==> src/rtl/prog_loader.sv <==
// -----------------------------------------------------------------------------
// prog_loader
//   Writer side of the instruction path. Receives a program image as a byte
//   stream from the host link, assembles 9-bit machine-code words, writes them
//   into the instruction memory, and keeps the core stalled until the whole
//   image has arrived with a matching checksum.
//
//   Stream: LEN_LO, LEN_HI (word count N), N x {instr[7:0], {7'b0, instr[8]}},
//           CHK (XOR of the 2N instruction bytes; length bytes excluded).
//
// Ports
//   Clk         in   system clock, all state on the rising edge
//   Reset_n     in   asynchronous active-low reset
//   Start       in   single-cycle pulse, begins a load from IDLE/DONE/ERR
//   RxValid     in   RxData carries a valid byte
//   RxData      in   stream byte
//   RxReady     out  byte accepted this cycle when RxValid & RxReady
//   ImemWrEn    out  instruction memory write strobe
//   ImemAddr    out  instruction memory write address
//   ImemWrData  out  9-bit instruction word
//   CoreHold    out  keep the fetch unit / core stalled
//   Done        out  image loaded and checksum good (sticky)
//   Error       out  load failed (sticky)
// -----------------------------------------------------------------------------
module prog_loader #(
    parameter int ADDR_W = 10
) (
    input  logic              Clk,
    input  logic              Reset_n,
    input  logic              Start,
    input  logic              RxValid,
    input  logic [7:0]        RxData,
    output logic              RxReady,
    output logic              ImemWrEn,
    output logic [ADDR_W-1:0] ImemAddr,
    output logic [8:0]        ImemWrData,
    output logic              CoreHold,
    output logic              Done,
    output logic              Error
);

    localparam logic [3:0] S_IDLE   = 4'd0;
    localparam logic [3:0] S_LEN_LO = 4'd1;
    localparam logic [3:0] S_LEN_HI = 4'd2;
    localparam logic [3:0] S_INS_LO = 4'd3;
    localparam logic [3:0] S_INS_HI = 4'd4;
    localparam logic [3:0] S_WRITE  = 4'd5;
    localparam logic [3:0] S_CHECK  = 4'd6;
    localparam logic [3:0] S_DONE   = 4'd7;
    localparam logic [3:0] S_ERR    = 4'd8;

    // Capacity in 17 bits so it can be compared against any 16-bit length.
    localparam logic [16:0]     MAX_WORDS = 17'(2 ** ADDR_W);
    localparam logic [ADDR_W:0] CNT_ONE   = (ADDR_W + 1)'(1);

    // Running checksum fold: one byte XORed into the accumulator.
    function automatic logic [7:0] chk_fold(input logic [7:0] acc, input logic [7:0] b);
        chk_fold = acc ^ b;
    endfunction

    // States in which the loader is willing to take a stream byte.
    function automatic logic is_rx_state(input logic [3:0] st);
        case (st)
            S_LEN_LO, S_LEN_HI, S_INS_LO, S_INS_HI, S_CHECK: is_rx_state = 1'b1;
            default:                                         is_rx_state = 1'b0;
        endcase
    endfunction

    logic [3:0]        state_q, state_d;
    logic [15:0]       len_q, len_d;
    logic [ADDR_W:0]   cnt_q, cnt_d;
    logic [7:0]        chk_q, chk_d;
    logic [7:0]        lo_q, lo_d;
    logic [8:0]        wdata_q, wdata_d;
    logic [ADDR_W-1:0] addr_q, addr_d;
    logic              wren_q, wren_d;
    logic              rdy_q, rdy_d;
    logic              hold_q, hold_d;
    logic              done_q, done_d;
    logic              err_q, err_d;

    logic              accept_s;
    logic [15:0]       len_n_s;
    logic [ADDR_W:0]   cnt_inc_s;

    // rdy_q mirrors is_rx_state(state_q), so it is a valid handshake qualifier.
    assign accept_s  = RxValid & rdy_q;
    assign len_n_s   = {RxData, len_q[7:0]};
    assign cnt_inc_s = cnt_q + CNT_ONE;

    // Next-state and datapath decisions for the load sequence.
    always_comb begin
        state_d = state_q;
        len_d   = len_q;
        cnt_d   = cnt_q;
        chk_d   = chk_q;
        lo_d    = lo_q;
        wdata_d = wdata_q;
        addr_d  = addr_q;
        hold_d  = hold_q;
        done_d  = done_q;
        err_d   = err_q;

        case (state_q)
            S_IDLE, S_DONE, S_ERR: begin
                if (Start) begin
                    state_d = S_LEN_LO;
                    done_d  = 1'b0;
                    err_d   = 1'b0;
                    cnt_d   = '0;
                    chk_d   = 8'h00;
                    hold_d  = 1'b1;
                end else begin
                    state_d = state_q;
                end
            end
            S_LEN_LO: begin
                if (accept_s) begin
                    len_d[7:0] = RxData;
                    state_d    = S_LEN_HI;
                end else begin
                    state_d = state_q;
                end
            end
            S_LEN_HI: begin
                if (accept_s) begin
                    len_d[15:8] = RxData;
                    if ((len_n_s == 16'd0) || ({1'b0, len_n_s} > MAX_WORDS)) begin
                        state_d = S_ERR;
                        err_d   = 1'b1;
                        hold_d  = 1'b1;
                    end else begin
                        state_d = S_INS_LO;
                    end
                end else begin
                    state_d = state_q;
                end
            end
            S_INS_LO: begin
                if (accept_s) begin
                    lo_d    = RxData;
                    chk_d   = chk_fold(chk_q, RxData);
                    state_d = S_INS_HI;
                end else begin
                    state_d = state_q;
                end
            end
            S_INS_HI: begin
                if (accept_s) begin
                    // Only bit 0 of the HI byte is meaningful; anything else is a framing error.
                    if (RxData[7:1] != 7'd0) begin
                        state_d = S_ERR;
                        err_d   = 1'b1;
                        hold_d  = 1'b1;
                    end else begin
                        wdata_d = {RxData[0], lo_q};
                        // cnt_q < N <= MAX_WORDS here, so the low bits are the address.
                        addr_d  = cnt_q[ADDR_W-1:0];
                        chk_d   = chk_fold(chk_q, RxData);
                        state_d = S_WRITE;
                    end
                end else begin
                    state_d = state_q;
                end
            end
            S_WRITE: begin
                cnt_d = cnt_inc_s;
                if (17'(cnt_inc_s) == {1'b0, len_q}) begin
                    state_d = S_CHECK;
                end else begin
                    state_d = S_INS_LO;
                end
            end
            S_CHECK: begin
                if (accept_s) begin
                    if (RxData == chk_q) begin
                        state_d = S_DONE;
                        done_d  = 1'b1;
                        hold_d  = 1'b0;
                    end else begin
                        state_d = S_ERR;
                        err_d   = 1'b1;
                        hold_d  = 1'b1;
                    end
                end else begin
                    state_d = state_q;
                end
            end
            default: begin
                // Unreachable encoding: park safely with the core held.
                state_d = S_IDLE;
                hold_d  = 1'b1;
            end
        endcase

        rdy_d  = is_rx_state(state_d);
        wren_d = (state_d == S_WRITE);
    end

    // State and output registers; reset aborts any load in progress at once.
    always_ff @(posedge Clk or negedge Reset_n) begin
        if (!Reset_n) begin
            state_q <= S_IDLE;
            len_q   <= 16'h0000;
            cnt_q   <= '0;
            chk_q   <= 8'h00;
            lo_q    <= 8'h00;
            wdata_q <= 9'h000;
            addr_q  <= '0;
            wren_q  <= 1'b0;
            rdy_q   <= 1'b0;
            hold_q  <= 1'b1;
            done_q  <= 1'b0;
            err_q   <= 1'b0;
        end else begin
            state_q <= state_d;
            len_q   <= len_d;
            cnt_q   <= cnt_d;
            chk_q   <= chk_d;
            lo_q    <= lo_d;
            wdata_q <= wdata_d;
            addr_q  <= addr_d;
            wren_q  <= wren_d;
            rdy_q   <= rdy_d;
            hold_q  <= hold_d;
            done_q  <= done_d;
            err_q   <= err_d;
        end
    end

    assign RxReady    = rdy_q;
    assign ImemWrEn   = wren_q;
    assign ImemAddr   = addr_q;
    assign ImemWrData = wdata_q;
    assign CoreHold   = hold_q;
    assign Done       = done_q;
    assign Error      = err_q;

endmodule

==> config.mk <==
export PLATFORM = sky130hd
export DESIGN_NAME = prog_loader
export DESIGN_NICKNAME = d
export VERILOG_FILES = /design/src/rtl/prog_loader.sv
export SDC_FILE = /design/constraint.sdc
export NUM_CORES = 1
export LEC_CHECK = 0
export CAP_MARGIN = 5
export CORE_ASPECT_RATIO = 0.7
export CORE_UTILIZATION = 57
export CTS_CLUSTER_SIZE = 12
export DETAILED_ROUTE_END_ITERATION = 12
export MAX_ROUTING_LAYER = met4
export PLACE_DENSITY_LB_ADDON = 0.15
export SLEW_MARGIN = 30
export SYNTH_ARGS = -nofsm -noshare
export SYNTH_HDL_FRONTEND = slang
export SYNTH_SLANG_ARGS = --single-unit
==> constraint.sdc <==
create_clock -name Clk -period 2.95 [get_ports Clk]
set_input_delay 0.59 -clock Clk [delete_from_list [all_inputs] [get_ports Clk]]
set_output_delay 0.59 -clock Clk [all_outputs]
set_load 0.1 [all_outputs]
==> impl_metrics.toml <==
[place]
placed_cell_area_um2 = 4080
dp.cells = 483
hpwl_um = 5970
gp_congestion = 0.879
port_buffers = 35

[setup_path]
path_class = "register to register"
path_delay_family = "simple AND/OR/NAND/NOR gates"
reg2reg_depth = 7
path_cells = "ha_1 > and4_1 > or4_1 > o31ai_1 > a22oi_1 > nor4_1 > o211ai_1"
r2r_start = "cnt_q[0]"
reg2reg_slack_ns = 0.44
end_kind = "register"
path_buf_inv = 0
startpoint = "cnt_q[0]"
arrival_ns = 2.73
critPathMaxFanout = 8
path_depth = 7
worst_path_max_delay_cell = "or4_1"
slowest_delay_ns = 0.49
critPathLaunchType = "register"
crit_required_ns = 3.17

[final_layout]
stdcell_count = 499
final_common_cell = "dfrtp_1"
final_util_pct = 69.1
nets = 429
final_area_um2 = 4300
diodes = 0
layout_common_cells = "dfrtp_1 (70), nand2_1 (46), buf_4 (38)"
layout-drive-gt1-share_pct = 21.6
areaGrowthSynthToFinish_pct = 17.0

[sta]
drv_slew = 0
finalCriticalPeriod_ns = 2.51
finalClockSkew_ns = 0.00903
fin_tns_setup_ns = 0
maxSlewHeadroom_pct = 57.9
rsz0062_at_grt = "no"
finalSetupViolCount = 0
max_freq_mhz = 398
final-hold-violation-count = 0
fin_crit_sh_pct = 85.2
worstMarginPinSlew_ns = 0.631

[drt]
wl_per_cell_um = 17.1
drc = 3
routed_via_density = 6.05
vias = 3021
ant_nets = 0
dr.first_iter.drc_count = 244
routed_wl_um = 8530
firstDrtPassIters = 9

[synthesis]
synth_enable_flop_cells = 0
ys_types = 58
postSynthAreaPerCell_um2 = 9.79
ys_ff_latch = 71
synthArstFlopShare_pct = 100
synth_nets = 388
netlist.area_leader.share_pct = 47.7
yosysTopAreaCell = "dfrtp_1"
yosysWarnings = 0
ys_top_cells_by_area = "dfrtp_1 (48%), mux2_2 (7.7%), o21ai_0 (4.8%), nand2_1 (4.7%), xnor2_1 (4.1%)"
synth_cells = 375
ys.flop_type = "dfrtp_1"
synth.yosys.seq_area_share_pct = 48.4
netlist_area_um2 = 3670

[job]
maxCapViolCount = 0

[clock_network]
clock_sinks = 71
cts_tree = "yes"
ctsResizeCount = 0
cts_root_buffer = "clkbuf_8"
h-tree-depth = 3
worstSkewPairLatency_ns = 0.35
post_cts_buffers = 0
cts_buffer_depth = 2
cts_hold_buf = 0
cts_buffers = 9
clk_pin_slew_ns = 0.08

[floorplan]
initial_core_util_pct = 59.0
die_x_um = 97.9
coreArea_um2 = 6220
io_pins = 36
rows = 24
die_h_um = 69.1
dieArea_um2 = 6770

[power_and_ir_drop]
total_power_mw = 3.61
clkPwrFrac_pct = 23.9
leakage_nw = 1.98
power.share.switching_pct = 37.2
p_switching_mw = 1.34
peakVddDrop_mv = 0.464
combPwrFrac_pct = 33.9
p_int_mw = 2.27
p_seq_share_pct = 42.2
cellPowerDensity_nw_per_um2 = 839

[grt]
grt_max_degree = 72
grt_pass1_wl_um = 14200
grt_usage_pct = 28.2
antenna_found_initial = 0
grt_pass1_vias = 2820
grt_overflow = 0

[hold_path]
hold_path_class = "input pin to async pin"

[status]
failed_checks = "DRC"
run_status = "complete, but fails checks"
layer usage:
metal	wire length (µm)	GRT usage (%)
met4	94	8.25
met2	3600	37.9
met1	4230	42.6
met5	0	-
met3	609	6.09
cells by family (layout without fill, tap and decap cells):
group	after synthesis	count (layout)	share of synthesized area (%)
AND/OR/NAND/NOR	139	139	19.4
XOR/XNOR	24	24	5.73
flip-flops	71	71	48.4
AO/OA/AOI/OAI	87	87	15.0
adder cells (fa/ha/maj)	1	1	0.341
buffers and inverters	27	73	3.14
multiplexers	26	26	7.94
power groups by stage:
stage / clock network, mW / logic [mW] / registers, mW
floorplan: 0 / 0.872 / 1.57
global placement: 0 / 1.18 / 1.52
detailed placement: 0 / 1.21 / 1.54
CTS: 0.871 / 1.22 / 1.52
global route: 0.909 / 1.34 / 1.56
finish: 0.860 / 1.22 / 1.52
final timing paths:
| check | end |
|---|---|
| max in group asynchronous | chk_q[5] |
| min in group Clk | ImemWrData[2] |
| max | state_q[0] |
| min reg2reg | ImemWrData[2] |
| max reg2reg | state_q[0] |
| min | ImemWrEn |
cells in the mapped netlist, types with 2 or more instances:
master,n
a21o_1,2
a21oi_1,11
a22o_1,6
and2_1,5
and4_1,2
buf_1,3
buf_2,5
clkbuf_1,11
clkinv_1,2
dfrtp_1,70
inv_1,5
mux2_2,25
nand2_1,46
nand2b_1,9
nand3_1,13
nand3b_1,3
nand4_1,4
nor2_1,26
nor2b_1,2
nor3_1,6
nor3_2,2
nor4_1,7
o211ai_1,2
o21ai_0,35
o21ai_1,7
o22ai_1,3
o31ai_1,7
o41ai_1,2
or3_1,2
or4_1,2
xnor2_1,17
xor2_1,7
layout make-up:
type	count	area, µm²
Timing Repair Buffer	50	402
Tap cell	78	97.6
Sequential cell	71	1780
Clock inverter	4	70.1
Inverter	7	26.3
Clock buffer	12	145
Fill cell	477	1920
Multi-Input combinational cell	277	1780
flip-flops by register name, indices dropped and copies added, names as in the netlist, 4 cells and up:
name,flops
ImemAddr,10
len_q,16
cnt_q,11
chk_q,8
ImemWrData,9
state_q,4
lo_q,8
per-stage QoR:
stage / worst slack [ns] / hold WS [ns]
3_3_place_gp: 0.214 / 0.449
5_1_grt: 0.307 / 0.400
6_report: 0.437 / 0.336
3_5_place_dp: 0.178 / 0.464
4_1_cts: 0.449 / 0.476
2_1_floorplan: 0.707 / 0.294
Power figures use the tool's default switching activity.
